$ cat config.mk
export PLATFORM = sky130hd
export DESIGN_NAME = mem_arbiter
export DESIGN_NICKNAME = d
export VERILOG_FILES = /design/src/rtl/mem_arbiter.sv
export SDC_FILE = /design/constraint.sdc
export NUM_CORES = 1
export LEC_CHECK = 0
export CAP_MARGIN = 20
export CORE_AREA = 2 2 126 128
export DETAILED_ROUTE_END_ITERATION = 8
export DIE_AREA = 0 0 128 130
export GPL_ROUTABILITY_DRIVEN = 0
export HOLD_SLACK_MARGIN = 0.12
export PLACE_DENSITY = 0.81
export SLEW_MARGIN = 20
export SYNTH_ARGS = -nofsm -noshare
export SYNTH_HDL_FRONTEND = slang
export SYNTH_SLANG_ARGS = --single-unit
export TNS_END_PERCENT = 20
$ cat constraint.sdc
create_clock -name clk -period 2.5 [get_ports clk]
set_input_delay 0.75 -clock clk [delete_from_list [all_inputs] [get_ports clk]]
set_output_delay 0.75 -clock clk [all_outputs]
set_load 0.005 [all_outputs]
$ cat src/rtl/mem_arbiter.sv
`default_nettype none
`timescale 1ns/1ps
// +--------------------------------------------------------------------------+
// | mem_arbiter: IF/MEM arbiter for one single-port memory, one outstanding  |
// | transaction, data priority with fetch starvation guard. Rev 1.0          |
// +--------------------------------------------------------------------------+
module mem_arbiter #(
   parameter int ADDR_W       = 32,
   parameter int DATA_W       = 32,
   parameter int STARVE_LIMIT = 4
) (
   input  logic                  clk,
   input  logic                  rst_n,
   input  logic                  i_if_req,
   input  logic [ADDR_W-1:0]     i_if_addr,
   input  logic                  i_if_flush,
   output logic                  o_if_gnt,
   output logic                  o_if_rvalid,
   output logic [DATA_W-1:0]     o_if_rdata,
   input  logic                  i_d_req,
   input  logic                  i_d_we,
   input  logic [DATA_W/8-1:0]   i_d_be,
   input  logic [ADDR_W-1:0]     i_d_addr,
   input  logic [DATA_W-1:0]     i_d_wdata,
   output logic                  o_d_gnt,
   output logic                  o_d_rvalid,
   output logic [DATA_W-1:0]     o_d_rdata,
   output logic                  o_mem_req,
   output logic                  o_mem_we,
   output logic [DATA_W/8-1:0]   o_mem_be,
   output logic [ADDR_W-1:0]     o_mem_addr,
   output logic [DATA_W-1:0]     o_mem_wdata,
   input  logic                  i_mem_gnt,
   input  logic                  i_mem_rvalid,
   input  logic [DATA_W-1:0]     i_mem_rdata,
   output logic                  o_busy
);

   localparam int                c_BE_W  = DATA_W / 8;
   localparam int                c_CNT_W = $clog2(STARVE_LIMIT + 1);
   localparam logic [c_CNT_W-1:0] c_LIMIT = c_CNT_W'(STARVE_LIMIT);

   typedef enum logic [1:0] {
      S_IDLE     = 2'd0,
      S_ISSUE    = 2'd1,
      S_WAIT_RSP = 2'd2
   } state_t;

   state_t               r_state, w_state;
   logic                 r_owner_if, w_owner_if;
   logic [c_CNT_W-1:0]   r_starve, w_starve;
   logic                 r_flush_pend, w_flush_pend;
   logic                 r_mem_req, w_mem_req;
   logic                 r_mem_we, w_mem_we;
   logic [c_BE_W-1:0]    r_mem_be, w_mem_be;
   logic [ADDR_W-1:0]    r_mem_addr, w_mem_addr;
   logic [DATA_W-1:0]    r_mem_wdata, w_mem_wdata;
   logic                 r_if_gnt, w_if_gnt;
   logic                 r_d_gnt, w_d_gnt;
   logic                 r_if_rvalid, w_if_rvalid;
   logic                 r_d_rvalid, w_d_rvalid;
   logic [DATA_W-1:0]    r_if_rdata, w_if_rdata;
   logic [DATA_W-1:0]    r_d_rdata, w_d_rdata;
   logic                 w_pick_if;
   logic                 w_complete;

   assign w_pick_if = !i_d_req || (i_if_req && (r_starve == c_LIMIT));

   always_ff @(posedge clk or negedge rst_n) begin
      if (!rst_n) r_state <= S_IDLE;
      else        r_state <= w_state;
   end

   always_comb begin
      w_state      = r_state;
      w_owner_if   = r_owner_if;
      w_starve     = r_starve;
      w_flush_pend = r_flush_pend;
      w_mem_req    = r_mem_req;
      w_mem_we     = r_mem_we;
      w_mem_be     = r_mem_be;
      w_mem_addr   = r_mem_addr;
      w_mem_wdata  = r_mem_wdata;
      w_if_gnt     = 1'b0;
      w_d_gnt      = 1'b0;
      w_if_rvalid  = 1'b0;
      w_d_rvalid   = 1'b0;
      w_if_rdata   = r_if_rdata;
      w_d_rdata    = r_d_rdata;
      w_complete   = 1'b0;

      case (r_state)
         S_IDLE: begin
            if (i_if_req || i_d_req) begin
               if (w_pick_if) begin
                  w_mem_we    = 1'b0;
                  w_mem_be    = '1;
                  w_mem_addr  = i_if_addr;
                  w_mem_wdata = '0;
                  w_if_gnt    = 1'b1;
               end else begin
                  w_mem_we    = i_d_we;
                  w_mem_be    = i_d_be;
                  w_mem_addr  = i_d_addr;
                  w_mem_wdata = i_d_wdata;
                  w_d_gnt     = 1'b1;
               end
               w_owner_if = w_pick_if;
               w_mem_req  = 1'b1;
               w_state    = S_ISSUE;
               // Count only data grants that actually bypass a waiting fetch
               if (!w_pick_if && i_if_req)
                  w_starve = (r_starve == c_LIMIT) ? r_starve : r_starve + 1'b1;
               else
                  w_starve = '0;
            end
         end
         S_ISSUE: begin
            if (i_mem_gnt) begin
               w_mem_req = 1'b0;
               if (i_mem_rvalid) w_complete = 1'b1;
               else              w_state    = S_WAIT_RSP;
            end
         end
         S_WAIT_RSP: begin
            if (i_mem_rvalid) w_complete = 1'b1;
         end
         default: w_state = S_IDLE;
      endcase

      if ((r_state != S_IDLE) && r_owner_if && i_if_flush)
         w_flush_pend = 1'b1;

      // A flush arriving in the completing cycle still suppresses the fetch
      if (w_complete) begin
         w_state      = S_IDLE;
         w_flush_pend = 1'b0;
         if (r_owner_if) begin
            if (!(r_flush_pend || i_if_flush)) begin
               w_if_rvalid = 1'b1;
               w_if_rdata  = i_mem_rdata;
            end
         end else begin
            w_d_rvalid = 1'b1;
            w_d_rdata  = r_mem_we ? '0 : i_mem_rdata;
         end
      end
   end

   always_ff @(posedge clk or negedge rst_n) begin
      if (!rst_n) begin
         r_owner_if   <= 1'b0;
         r_starve     <= '0;
         r_flush_pend <= 1'b0;
         r_mem_req    <= 1'b0;
         r_mem_we     <= 1'b0;
         r_mem_be     <= '0;
         r_mem_addr   <= '0;
         r_mem_wdata  <= '0;
         r_if_gnt     <= 1'b0;
         r_d_gnt      <= 1'b0;
         r_if_rvalid  <= 1'b0;
         r_d_rvalid   <= 1'b0;
         r_if_rdata   <= '0;
         r_d_rdata    <= '0;
      end else begin
         r_owner_if   <= w_owner_if;
         r_starve     <= w_starve;
         r_flush_pend <= w_flush_pend;
         r_mem_req    <= w_mem_req;
         r_mem_we     <= w_mem_we;
         r_mem_be     <= w_mem_be;
         r_mem_addr   <= w_mem_addr;
         r_mem_wdata  <= w_mem_wdata;
         r_if_gnt     <= w_if_gnt;
         r_d_gnt      <= w_d_gnt;
         r_if_rvalid  <= w_if_rvalid;
         r_d_rvalid   <= w_d_rvalid;
         r_if_rdata   <= w_if_rdata;
         r_d_rdata    <= w_d_rdata;
      end
   end

   assign o_if_gnt    = r_if_gnt;
   assign o_if_rvalid = r_if_rvalid;
   assign o_if_rdata  = r_if_rdata;
   assign o_d_gnt     = r_d_gnt;
   assign o_d_rvalid  = r_d_rvalid;
   assign o_d_rdata   = r_d_rdata;
   assign o_mem_req   = r_mem_req;
   assign o_mem_we    = r_mem_we;
   assign o_mem_be    = r_mem_be;
   assign o_mem_addr  = r_mem_addr;
   assign o_mem_wdata = r_mem_wdata;
   assign o_busy      = (r_state != S_IDLE);

endmodule
`default_nettype wire

==> impl_metrics.py, run 1 <==
metrics = {
    "clock_network": {
        "numCtsBuffers": 17,
        "root_buffer": "clkbuf_16",
        "clkSlewWorstSetupHoldPaths_ns": 0.06,
        "postCtsHoldBufs": 0,
        "cts_sinks": 145,
        "insertion_delay_ns": 0.42,
        "cts_buffer_depth": 2,
        "cts_tree": "yes",
        "cts_max_level": 4,
    },
    "sta": {
        "hold_viol_final": 0,
        "min_period_ns": 2.23,
        "fmax_mhz": 448,
        "relSlewSlack_pct": 70.2,
        "hold-worst-slack_ns": 0.181,
        "rsz0062_at_grt": "no",
        "drv_slew": 0,
        "setup_violations": 0,
        "fin_skew_ns": 0.00701,
        "finalWorstSetupSlack_ns": 0.266,
        "tightest_slew_ns": 0.447,
        "period_share_pct": 89.3,
        "setup_tns_ns": 0,
    },
    "power": {
        "ir_drop_uv": 592,
        "p_leak_nw": 4.29,
        "power_w": 0.0115,
        "powerDensity_mw_per_mm2": 1130,
    },
    "critical_path": {
        "path_delay_family": "buffers and inverters",
        "cp_num_buf_inv": 3,
        "rrSetupSlack_ns": 0.52,
        "path_cells": "inv_1, ha_1, inv_1, dlygate4sd2_1",
        "arrival_ns": 1.48,
        "critPathSlowestCell": "dfrtp_1",
        "reg2reg_from": "r_state[1]",
        "worst_ep_required_time_ns": 1.75,
        "cpMostUsedCell": "inv_1",
        "slowest_delay_ns": 0.39,
        "startpoint_type": "flop",
        "criticalPathCategory": "reg -> out",
        "rr_worst_depth": 6,
        "end_kind": "primary output",
        "r2r_end": "r_state[1]",
        "crit_fanout": 4,
    },
    "logic_synthesis": {
        "synth.distinct_cells": 34,
        "synth_compound_area_share_pct": 8.63,
        "synthesis.nets": 720,
        "synth_mux_area_share_pct": 13.2,
        "seq_area_frac_synth_pct": 56.5,
        "ys_ff_latch": 145,
        "synth_xor_area_share_pct": 0,
        "yosysWarnings": 0,
        "syn_area_mm2": 0.00642,
        "synth_top_family_by_area": "simple AND/OR/NAND/NOR gates",
        "netlist_instances": 574,
        "postSynthAreaPerCell_um2": 11.2,
        "synth_fa_ha_area_share_pct": 1.17,
        "yosys.area_share.simple_pct": 15.9,
    },
    "route": {
        "final_antenna_net_count": 0,
        "route.detailed.drc": 0,
        "drt_wl_total_mm": 18.5,
        "viasPerCell": 5.06,
        "wl_per_cell_um": 17.5,
        "drt_iter0_markers": 261,
        "vias": 5346,
        "dr.pass1.iters": 6,
    },
    "grt": {
        "antenna_found_initial": 1,
        "grt_pass1_wl_mm": 29.2,
        "grt_overflow": 0,
        "grt_usage_pct": 22.6,
        "grt_pass1_vias": 5339,
        "grt_max_degree": 43,
    },
    "job": {
        "drv_cap": 0,
    },
    "floorplanning": {
        "start_util_pct": 41.6,
        "die_area_mm2": 0.0166,
        "row_count": 46,
        "core_mm2": 0.0154,
        "num_io_pins": 279,
        "dieHeight_um": 130,
        "die_w_um": 128,
    },
    "cells_and_area": {
        "drive_gt1_share_pct": 14.5,
        "fin_nets": 996,
        "area_growth_pct": 57.3,
    },
    "placed_design": {
        "io_buffer_count": 278,
        "dp_slack_ns": 0.103,
        "place.detailed.hpwl_mm": 13.2,
    },
    "status": {
        "status": "complete, no violations",
    },
    "worst_hold_path": {
        "min_path_type": "in -> async",
    },
}
## area by class of cell
cell class	count	area, um2
well taps	192	240
diodes	1	2.50
inverters	6	22.5
flip-flops and latches	145	3630
clock inverters	11	155
fillers	1190	5320
clock buffers	21	450
repair buffers	302	3090
multi-input cells	378	2520
## cell usage in the layout, fill, tap and decap left out, types with 2 or more instances in the layout
cell type / instances
clkdlybuf4s50_1: 276
dfrtp_1: 145
nand2_1: 132
o21ai_0: 36
mux2_2: 36
o211ai_1: 34
nor2b_1: 32
nand4_1: 32
mux2_4: 29
clkbuf_16: 17
nor2_1: 15
buf_4: 14
buf_12: 10
a21oi_1: 8
inv_1: 6
ha_1: 6
clkinvlp_4: 3
clkbuf_1: 3
bufinv_16: 3
a41o_1: 2
clkinv_4: 2
## cell families after synthesis
logic type / count (synthesis)
DFF: 145
AOI/OAI and AO/OA: 87
adders and majority gates: 6
and+or+nand+nor: 219
buffers and inverters: 51
muxes: 66
## repair_timing
item | CTS | global route
setup buffers | 1 | 0
setup endpoints to repair | 1 | 0
resized for setup | 1 | 0
## routing by layer
layer | track usage [%] | routed length, um | vias up
met2 | 37.7 | 8910 | 231
met1 | 27.8 | 7720 | 2563
met4 | 8.79 | 423 | 0
li1 | - | - | 2521
met5 | 0 | 0 | -
met3 | 6.85 | 1420 | 31
## worst reg2reg max path, cell delays in order, from the launching register on
cell	delay (ns)
dfrtp_1	0.36
inv_1	0.09
ha_1	0.20
buf_4	0.27
nor3b_1	0.23
a211oi_1	0.33
mux2_2	0.38
## synthesized netlist by cell type, drive strengths merged
| library cell | instances | area share [%] |
|---|---|---|
| a31oi | 1 | 0.097 |
| nor3 | 1 | 0.16 |
| mux2 | 65 | 13 |
| nand3 | 2 | 0.35 |
| nor2b | 32 | 3.1 |
| a2111o | 1 | 0.18 |
| a211oi | 1 | 0.12 |
| inv | 6 | 0.35 |
| clkbuf | 21 | 1.2 |
| buf | 24 | 3.0 |
| nand4 | 32 | 3.1 |
| nand2b | 1 | 0.097 |
| ha | 6 | 1.2 |
| and2 | 2 | 0.19 |
| nor3b | 1 | 0.12 |
| and4 | 1 | 0.18 |
| nand2 | 132 | 7.7 |
| mux2i | 1 | 0.16 |
| dfrtp | 145 | 56 |
| a21o | 1 | 0.12 |
| o21ai | 37 | 2.9 |
| a41o | 2 | 0.31 |
| a21oi | 8 | 0.62 |
| a32o | 1 | 0.16 |
| o21a | 1 | 0.12 |
| o211ai | 34 | 4.0 |
| nor2 | 15 | 0.88 |
## state kept, by name, summed over array words and instances (netlist names)
signal        flops
o_mem_we          1
o_mem_wdata      32
o_mem_be          4
r_starve          3
o_mem_req         1
o_d_rdata        32
o_if_rdata       32
o_mem_addr       32
r_state           2
r_flush_pend      1
o_if_rvalid       1
r_owner_if        1
o_if_gnt          1
o_d_gnt           1
o_d_rvalid        1
## how the worst max path moves through the flow
stage | start | to | cells past startpoint
floorplan | i_mem_rvalid | o_d_rdata[10] | 4
global placement | i_mem_gnt | o_if_rdata[2] | 5
detailed placement | i_mem_gnt | o_if_rdata[11] | 5
CTS | r_state[1] | o_busy | 4
global route | r_state[1] | o_busy | 4
finish | r_state[1] | o_busy | 4
## per-stage QoR
step / util [%] / cell area, um2 / cells
after detailed placement: 61.5 / 9490 / 1022
after floorplan: - / 6420 / 574
after global routing: 65.5 / 10100 / 1056
final: 65.5 / 10100 / 1056
after global placement: 61.5 / 9490 / 1022
after CTS: 65.5 / 10100 / 1055
## power breakdown
group	total (W)	switching, W	internal [W]
registers	0.00391	0.000552	0.00336
clock network	0.00261	0.00100	0.00161
logic	0.00495	0.00206	0.00289
(Power assumes the default switching activity.)
==> run 2: changes to the inputs <==
CORE_AREA = 2 2 122 124   (was 2 2 126 128)
DIE_AREA = 0 0 124 126   (was 0 0 128 130)
PLACE_DENSITY = 0.86   (was 0.81)
REMOVE_ABC_BUFFERS = 1   (was unset)
clock period = 2.7 ns   (was 2.5 ns; I/O delays follow)
==> run 2 against run 1 <==
Cell count fell by 1.3%. Clock skew rose by 0.0043 ns. Combinational power fell by 8.3%. Sequential power fell by 6.9%. First-iteration DRC count rose by 8.8%. Non-clock buffer count fell by 4. Register-to-register slack improved by 0.11 ns. Clock power fell by 11%. Critical path depth did not move. Core utilization rose by 4.5 points. Largest cell class unchanged. Largest power group unchanged. Highest routed layer unchanged.
==> impl_metrics.py, run 2 (synthesized netlist as in run 1, its figures left out) <==
metrics = {
    "cells_and_area": {
        "final_cell_area_mm2": 0.0100,
        "n_antenna_cell": 0,
        "drive_gt1_share_pct": 14.2,
        "area_growth_pct": 56.0,
        "nFillCells": 1010,
        "final_common_cell": "clkdlybuf4s50_1",
        "fin_nets": 992,
        "final_cells": 1042,
        "layout_common_cells": "277 x clkdlybuf4s50_1, 145 x dfrtp_1, 132 x nand2_1",
    },
    "sta": {
        "period_share_pct": 97.5,
        "setup_violations": 0,
        "min_period_ns": 2.63,
        "fmax_mhz": 380,
        "hold_viol_final": 0,
        "fin_skew_ns": 0.0113,
        "drv_slew": 0,
        "relSlewSlack_pct": 62.9,
        "tightest_slew_ns": 0.556,
    },
    "critical_path": {
        "startpoint_type": "flop",
        "arrival_ns": 1.82,
        "slowest_delay_ns": 0.58,
        "path_cells": "inv_1, ha_1, inv_1, clkdlybuf4s50_1",
        "criticalPathCategory": "reg -> out",
        "critPathSlowestCell": "clkdlybuf4s50_1",
        "end_kind": "primary output",
        "worst_ep_required_time_ns": 1.89,
        "cpMostUsedCell": "inv_1",
        "crit_fanout": 4,
    },
    "floorplanning": {
        "die_w_um": 124,
        "dieHeight_um": 126,
        "start_util_pct": 44.9,
        "die_area_mm2": 0.0156,
        "core_mm2": 0.0143,
        "num_io_pins": 279,
        "row_count": 44,
    },
    "clock_network": {
        "numCtsBuffers": 17,
        "insertion_delay_ns": 0.42,
        "cts_tree": "yes",
        "cts_buffer_depth": 2,
        "cts_max_level": 4,
        "postCtsHoldBufs": 0,
        "clkSlewWorstSetupHoldPaths_ns": 0.06,
        "root_buffer": "clkbuf_16",
        "cts_sinks": 145,
        "post_cts_resized": 0,
    },
    "placed_design": {
        "dp.cells": 1009,
        "place_area_mm2": 0.00942,
        "place.detailed.hpwl_mm": 12.7,
        "io_buffer_count": 278,
    },
    "power": {
        "powerDensity_mw_per_mm2": 1050,
        "ir_drop_uv": 539,
        "p_leak_nw": 4.26,
    },
    "worst_hold_path": {
        "min_path_type": "in -> async",
    },
    "status": {
        "status": "complete, no violations",
    },
    "route": {
        "dr.pass1.iters": 5,
        "drt_wl_total_mm": 18.4,
        "final_antenna_net_count": 0,
        "viasPerCell": 5.23,
        "route.detailed.drc": 0,
        "vias": 5449,
        "drt_iter0_markers": 284,
        "wl_per_cell_um": 17.6,
    },
    "grt": {
        "grt_pass1_wl_mm": 28.6,
        "grt_usage_pct": 23.8,
        "grt_max_degree": 72,
        "grt_overflow": 0,
        "antenna_found_initial": 0,
        "grt_pass1_vias": 5443,
    },
    "job": {
        "drv_cap": 0,
    },
}
[run 2: worst max-delay path: cells and delay by family, from the launching register on]
family / cells / cell delay, ns
buffers and inverters: 3 / 0.81
DFF: 1 / 0.39
adders and majority gates: 1 / 0.21
[run 2: area by class of cell]
class | instances | area, um2 | area share (%)
Sequential cell | 145 | 3630 | 36.2
Timing Repair Buffer | 298 | 3030 | 30.3
Multi-Input combinational cell | 378 | 2520 | 25.1
Clock buffer | 19 | 453 | 4.52
Tap cell | 184 | 230 | 2.30
Clock inverter | 12 | 133 | 1.32
Inverter | 6 | 22.5 | 0.225
[run 2: power breakdown]
part | internal, W | switching, W
sequential | 0.00311 | 0.000532
clock | 0.00141 | 0.000916
combinational | 0.00264 | 0.00190
total | 0.00716 | 0.00334
[run 2: final timing paths]
check                                     start  depth (start not counted)               to  slack (ns)
worst max-delay path                 r_state[0]                          4           o_busy        0.07
worst min-delay path                      rst_n                          1    o_mem_addr[1]        0.36
min in group clk                o_mem_wdata[24]                          2  o_mem_wdata[24]        0.47
worst max register to register       r_state[1]                          7   o_mem_wdata[1]        0.63
worst min register to register  o_mem_wdata[24]                          2  o_mem_wdata[24]        0.47
max in group asynchronous                 rst_n                          2  o_mem_wdata[17]        1.72
[run 2: through the flow]
stage                     TNS [ns]  util, %  setup slack (ns)  hold WS (ns)  power [W]
after CTS                        0     69.9            0.0334         0.380     0.0106
final                            0     70.0            0.0685         0.361     0.0105
after floorplan             -20.59        -            -0.331         0.473    0.00537
after global routing       -0.0188     70.0           -0.0188         0.391     0.0112
after global placement           0     65.8             0.202         0.460    0.00803
after detailed placement         0     65.8             0.162         0.469    0.00819
[run 2: per-layer routing]
layer / track usage, % / vias up / part of all wire [%]
met5: 0 / - / 0
met4: 7.14 / 0 / 1.3
met3: 9.96 / 20 / 10
met2: 40.3 / 256 / 50
met1: 27.4 / 2642 / 39
li1: - / 2531 / -
[run 2: repair_timing]
action                                  4_1_cts  5_1_grt
endpoints found under the hold margin         0        0
endpoints found under the setup margin        0        1
buffers inserted                              0        2
